### src/rtl/pipe_slice_pkg.sv
// Shared constants for the pipe_slice register slice: stage mode encodings
// and the occupancy counter width helper.
package pipe_slice_pkg;

    localparam int PS_MODE_FWD  = 0;
    localparam int PS_MODE_BWD  = 1;
    localparam int PS_MODE_FULL = 2;

    // Wide enough to count 0..2*depth held beats (MODE 2 capacity).
    function automatic int ps_occw(input int depth);
        return $clog2(2 * depth + 1);
    endfunction

endpackage

### src/rtl/pipe_slice_stage.sv
// One valid/ready register stage; MODE picks forward, backward (skid) or full slice.
// Valid/handshake: a beat moves on a cycle where valid & ready are both high.
module pipe_slice_stage
    import pipe_slice_pkg::*;
#(
    parameter int DWIDTH = 32,
    parameter int MODE   = PS_MODE_FULL
) (
    input  logic              clk,
    input  logic              rst_n,
    input  logic              flush,
    input  logic              s_valid,
    input  logic [DWIDTH-1:0] s_data,
    output logic              s_ready,
    output logic              m_valid,
    output logic [DWIDTH-1:0] m_data,
    input  logic              m_ready
);

    generate
        if (MODE == PS_MODE_FWD) begin : g_fwd
            logic              v;
            logic [DWIDTH-1:0] d;

            assign s_ready = ~v | m_ready;
            assign m_valid = v;
            assign m_data  = d;

            always_ff @(posedge clk or negedge rst_n) begin
                if (!rst_n) begin
                    v <= 1'b0;
                end else if (flush) begin
                    v <= 1'b0;
                end else begin
                    v <= (s_valid & s_ready) | (v & ~m_ready);
                end
            end

            always_ff @(posedge clk) begin
                if (s_valid & s_ready) begin
                    d <= s_data;
                end
            end
        end else if (MODE == PS_MODE_BWD) begin : g_bwd
            logic              sv;
            logic [DWIDTH-1:0] sd;

            // Empty skid means the input passes straight through.
            assign s_ready = ~sv;
            assign m_valid = s_valid | sv;
            assign m_data  = sv ? sd : s_data;

            always_ff @(posedge clk or negedge rst_n) begin
                if (!rst_n) begin
                    sv <= 1'b0;
                end else if (flush) begin
                    sv <= 1'b0;
                end else if (m_ready) begin
                    sv <= 1'b0;
                end else if (s_valid & ~sv) begin
                    sv <= 1'b1;
                end
            end

            always_ff @(posedge clk) begin
                if (s_valid & ~sv & ~m_ready) begin
                    sd <= s_data;
                end
            end
        end else begin : g_full
            logic              mv;
            logic              sv;
            logic [DWIDTH-1:0] md;
            logic [DWIDTH-1:0] sd;
            logic              accept;
            logic              main_free;

            assign accept    = s_valid & ~sv;
            assign main_free = ~mv | m_ready;
            assign s_ready   = ~sv;
            assign m_valid   = mv;
            assign m_data    = md;

            // The skid only fills while main is held, so sv implies mv.
            always_ff @(posedge clk or negedge rst_n) begin
                if (!rst_n) begin
                    mv <= 1'b0;
                    sv <= 1'b0;
                end else if (flush) begin
                    mv <= 1'b0;
                    sv <= 1'b0;
                end else if (main_free) begin
                    if (sv) begin
                        mv <= 1'b1;
                        sv <= 1'b0;
                    end else begin
                        mv <= accept;
                    end
                end else if (accept) begin
                    sv <= 1'b1;
                end
            end

            always_ff @(posedge clk) begin
                if (main_free) begin
                    if (sv) begin
                        md <= sd;
                    end else if (accept) begin
                        md <= s_data;
                    end
                end else if (accept) begin
                    sd <= s_data;
                end
            end
        end
    endgenerate

endmodule

### src/rtl/pipe_slice.sv
// Cascade of DEPTH pipe_slice_stage instances with synchronous flush.
// Defining PIPE_SLICE_OCC_EN adds the registered occupancy output occ.
module pipe_slice
    import pipe_slice_pkg::*;
#(
    parameter int DWIDTH = 32,
    parameter int DEPTH  = 1,
    parameter int MODE   = PS_MODE_FULL
) (
    input  logic              clk,
    input  logic              rst_n,
    input  logic              flush,
    input  logic              s_valid,
    input  logic [DWIDTH-1:0] s_data,
    output logic              s_ready,
    output logic              m_valid,
    output logic [DWIDTH-1:0] m_data,
    input  logic              m_ready
`ifdef PIPE_SLICE_OCC_EN
    ,
    output logic [ps_occw(DEPTH)-1:0] occ
`endif
);

    generate
        if (MODE < PS_MODE_FWD || MODE > PS_MODE_FULL || DEPTH < 1 || DEPTH > 8) begin : g_bad_cfg
            $error("pipe_slice: MODE must be 0..2 and DEPTH 1..8");
        end
    endgenerate

    // Each stage keeps its own link signals so the combinational ready/valid
    // chains stay separate nets per stage.
    for (genvar k = 0; k < DEPTH; k++) begin : g_st
        logic              in_v;
        logic              in_r;
        logic [DWIDTH-1:0] in_d;
        logic              out_v;
        logic              out_r;
        logic [DWIDTH-1:0] out_d;

        if (k == 0) begin : g_head
            assign in_v = s_valid & ~flush;
            assign in_d = s_data;
        end else begin : g_link
            assign in_v = g_st[k-1].out_v;
            assign in_d = g_st[k-1].out_d;
        end

        if (k == DEPTH - 1) begin : g_tail
            assign out_r = m_ready & ~flush;
        end else begin : g_next
            assign out_r = g_st[k+1].in_r;
        end

        pipe_slice_stage #(
            .DWIDTH (DWIDTH),
            .MODE   (MODE)
        ) u_stage (
            .clk     (clk),
            .rst_n   (rst_n),
            .flush   (flush),
            .s_valid (in_v),
            .s_data  (in_d),
            .s_ready (in_r),
            .m_valid (out_v),
            .m_data  (out_d),
            .m_ready (out_r)
        );
    end

    assign s_ready = g_st[0].in_r & ~flush;
    assign m_valid = g_st[DEPTH-1].out_v & ~flush;
    assign m_data  = g_st[DEPTH-1].out_d;

`ifdef PIPE_SLICE_OCC_EN
    localparam int OCCW = ps_occw(DEPTH);
    localparam logic [OCCW-1:0] OCC_ONE = OCCW'(1);

    logic            s_fire;
    logic            m_fire;
    logic [OCCW-1:0] occ_q;

    assign s_fire = s_valid & s_ready;
    assign m_fire = m_valid & m_ready;

    always_ff @(posedge clk or negedge rst_n) begin
        if (!rst_n) begin
            occ_q <= '0;
        end else if (flush) begin
            occ_q <= '0;
        end else if (s_fire & ~m_fire) begin
            occ_q <= occ_q + OCC_ONE;
        end else if (m_fire & ~s_fire) begin
            occ_q <= occ_q - OCC_ONE;
        end
    end

    assign occ = occ_q;
`endif

endmodule

### config.mk
export PLATFORM = sky130hd
export DESIGN_NAME = pipe_slice
export DESIGN_NICKNAME = d
export VERILOG_FILES = /design/src/rtl/pipe_slice_pkg.sv /design/src/rtl/pipe_slice_stage.sv /design/src/rtl/pipe_slice.sv
export SDC_FILE = /design/constraint.sdc
export NUM_CORES = 1
export LEC_CHECK = 0
export CAP_MARGIN = 10
export CORE_MARGIN = 1.5
export CORE_UTILIZATION = 47
export DETAILED_ROUTE_END_ITERATION = 10
export GPL_TIMING_DRIVEN = 1
export PLACE_DENSITY = 0.84
export REMOVE_ABC_BUFFERS = 1
export SLEW_MARGIN = 20
export SYNTH_ARGS = -nofsm -noshare
export SYNTH_HDL_FRONTEND = slang
export SYNTH_HIERARCHICAL = 1
export SYNTH_SLANG_ARGS = --single-unit
### constraint.sdc
create_clock -name clk -period 4.25 [get_ports clk]
set_clock_uncertainty 0.15 [all_clocks]
set_input_delay 0.85 -clock clk [delete_from_list [all_inputs] [get_ports clk]]
set_output_delay 0.85 -clock clk [all_outputs]
set_load 0.05 [all_outputs]
==> metrics.csv <==
stage,metric,value,unit
floorplanning,core,0.00520,mm2
finish,finalNetCount,230,
route,drt_iter0_drc,43,
finish,syn_to_final_growth,35.1,%
cts,clock_path_buffers,2,
place,gp_congestion,0.638,
cts,post_cts_resized,0,
timing,final.period_utilization,0.783,
floorplanning,floorplan.die_area,0.00592,mm2
yosys,synth_top_area_frac,0.747,
floorplanning,start_util,0.494,
cts,h-tree-depth,3,
place,placed_cells,252,
timing,maxSlewViolCount,0,
worst_setup_path,worst-r2r-cell-count,3,
timing,rsz0062_at_grt,false,
route,via_per_inst,4.89,
timing,max_freq,301,MHz
yosys,synth_top_area_cell,edfxtp_1,
grt,grt_pass1_wl,6770,um
power_and_ir_drop,p_per_area,381,mW/mm2
worst_setup_path,endpoint,s_ready,
worst_setup_path,crit_type,primary input to output port,
cts,clock_latency,0.32,ns
worst_setup_path,regToRegSetupSlack,1.88,ns
cts,postCtsHoldBufs,0,
route,routedWlPerCell,15.4,um
place,hpwl,2880,um
timing,final_hold_viol_count,0,
worst_setup_path,startpoint,flush,
place,io_buffers,70,
floorplanning,dieHeight,77.0,um
timing,tns,0,ns
worst_setup_path,crit_path_end_kind,output port,
power_and_ir_drop,total_power,1.32,mW
yosys,synth_area_leaders,"edfxtp_1 75%, mux2_4 16%, buf_12 2.3%",
worst_setup_path,r2r_start,g_st[0].u_stage/g_full.sv,
power_and_ir_drop,p_leak,1.22,nW
min_path,min_path_type,flip-flop to flip-flop,
yosys,ys_seq_area_frac,0.767,
grt,grt_overflow,0,
cts,clk_pin_slew_worst_paths,0.06,ns
yosys,yosysWarningCount,6,
route,drcViolationCount,0,
route,wl,4120,um
power_and_ir_drop,vdd_ir_drop_max,0.244,mV
run,maxCapViolations,0,
floorplanning,die_w,77.0,um
timing,tightest_slew,0.905,ns
route,firstDrtPassIters,4,
grt,grt_usage,0.153,
run_status,status,"finished, final reports clean",
finish,layout_commonest_cell,clkdlybuf4s50_1,
cts,clock_sinks,66,
timing,max_slew_margin,0.395,
worst_setup_path,required,3.25,ns
cts,tritoncts,built,
finish,final_cell_mix,"70 x clkdlybuf4s50_1, 64 x edfxtp_1, 28 x mux2_4",
floorplanning,fp-row-count,26,
worst_setup_path,crit_fanout,6,
route,postRouteAntennaNets,0,
grt,antenna_found_initial,0,
yosys,avgSynthCellArea,22.8,um2
yosys,synth_cell_types,13,
timing,fin_crit,3.33,ns
worst_setup_path,start_kind,primary input,
yosys,ys_ff_latch,66,
worst_setup_path,r2r-end,g_st[0].u_stage/m_data[1],
floorplanning,pin_count,71,
finish,layout-drive-gt1-share,0.254,
finish,final_util,0.668,
yosys,syn_area,0.00257,mm2
finish,diodes,0,
timing,finalSetupViolCount,0,
cts,cts-root-buf,clkbuf_8,
route,num_vias,1305,
grt,grt_pass1_vias,1478,
finish,stdcell_area,0.00347,mm2
place,placed_area,0.00332,mm2
worst_setup_path,crit_arrival,2.33,ns
cts,numCtsBuffers,9,
finish,layout.cells.non_filler,267,
grt,grt_max_degree,35,
yosys,syn_inst,113,
cts,post_cts_buffers,0,
==> metrics by stage <==
stage | setup slack [ns] | hold slack (ns)
4_1_cts | 0.913 | 0.401
3_5_place_dp | 0.930 | 0.383
5_1_grt | 0.843 | 0.405
6_report | 0.923 | 0.399
3_3_place_gp | 0.967 | 0.380
2_1_floorplan | 0.0583 | 0.373
==> cell usage after synthesis (all sizes together) <==
cell    count
nor3        1
dfrtp       2
mux2       32
inv         1
nor3b       1
nand2b      1
nor2        1
a21oi       1
nor2b       5
edfxtp     64
buf         4
==> flip-flops by register name, summed over array words and instances (netlist names) <==
register	cells
g_st.u_stage/g_full.sv	1
g_st.u_stage/m_data	32
g_st.u_stage/g_full.sd	32
g_st.u_stage/m_valid	1
==> routing by layer <==
layer	vias up	global-route usage	share of wire
li1	606	-	-
met3	5	0.0536	0.075
met2	52	0.274	0.53
met1	642	0.152	0.39
met4	0	0.0907	0.012
met5	-	0	0
==> power by group <==
group | internal, mW | total (mW) | switching (mW)
Sequential | 0.740 | 0.746 | 0.00555
Combinational | 0.0790 | 0.169 | 0.0896
Clock | 0.201 | 0.409 | 0.207
Total | 1.02 | 1.32 | 0.303
==> logic make-up after synthesis <==
family | Yosys count | synth area share
compound gates | 1 | 0.00194
flops | 66 | 0.767
buf+inv | 5 | 0.0292
simple gates | 9 | 0.0209
mux | 32 | 0.181
==> how the worst min path moves through the flow <==
stage	cells past startpoint	startpoint	end	slack (ns)
4_1_cts	1	g_st[0].u_stage/g_full.sd[30]	g_st[0].u_stage/m_data[30]	0.40
5_1_grt	1	g_st[0].u_stage/g_full.sd[30]	g_st[0].u_stage/m_data[30]	0.41
3_5_place_dp	1	g_st[0].u_stage/g_full.sd[30]	g_st[0].u_stage/m_data[30]	0.38
6_report	1	g_st[0].u_stage/g_full.sd[10]	g_st[0].u_stage/m_data[10]	0.40
2_1_floorplan	1	g_st[0].u_stage/g_full.sd[28]	g_st[0].u_stage/m_data[28]	0.37
3_3_place_gp	1	g_st[0].u_stage/g_full.sd[30]	g_st[0].u_stage/m_data[30]	0.38
==> worst max-delay path, cell delays in order <==
cell and delay (ns):
clkdlybuf4s50_1 0.50, nor2b_1 0.16, clkdlybuf4s50_1 0.82
==> final cells by class <==
type	instances	area (um2)
clock buffer	10	128
clock inverter	5	22.5
fill	365	1730
inverter	1	3.75
multi-input combinational	42	537
sequential	66	1970
tap	70	87.6
timing repair buffer	73	723
Power figures use the tool's default switching activity.
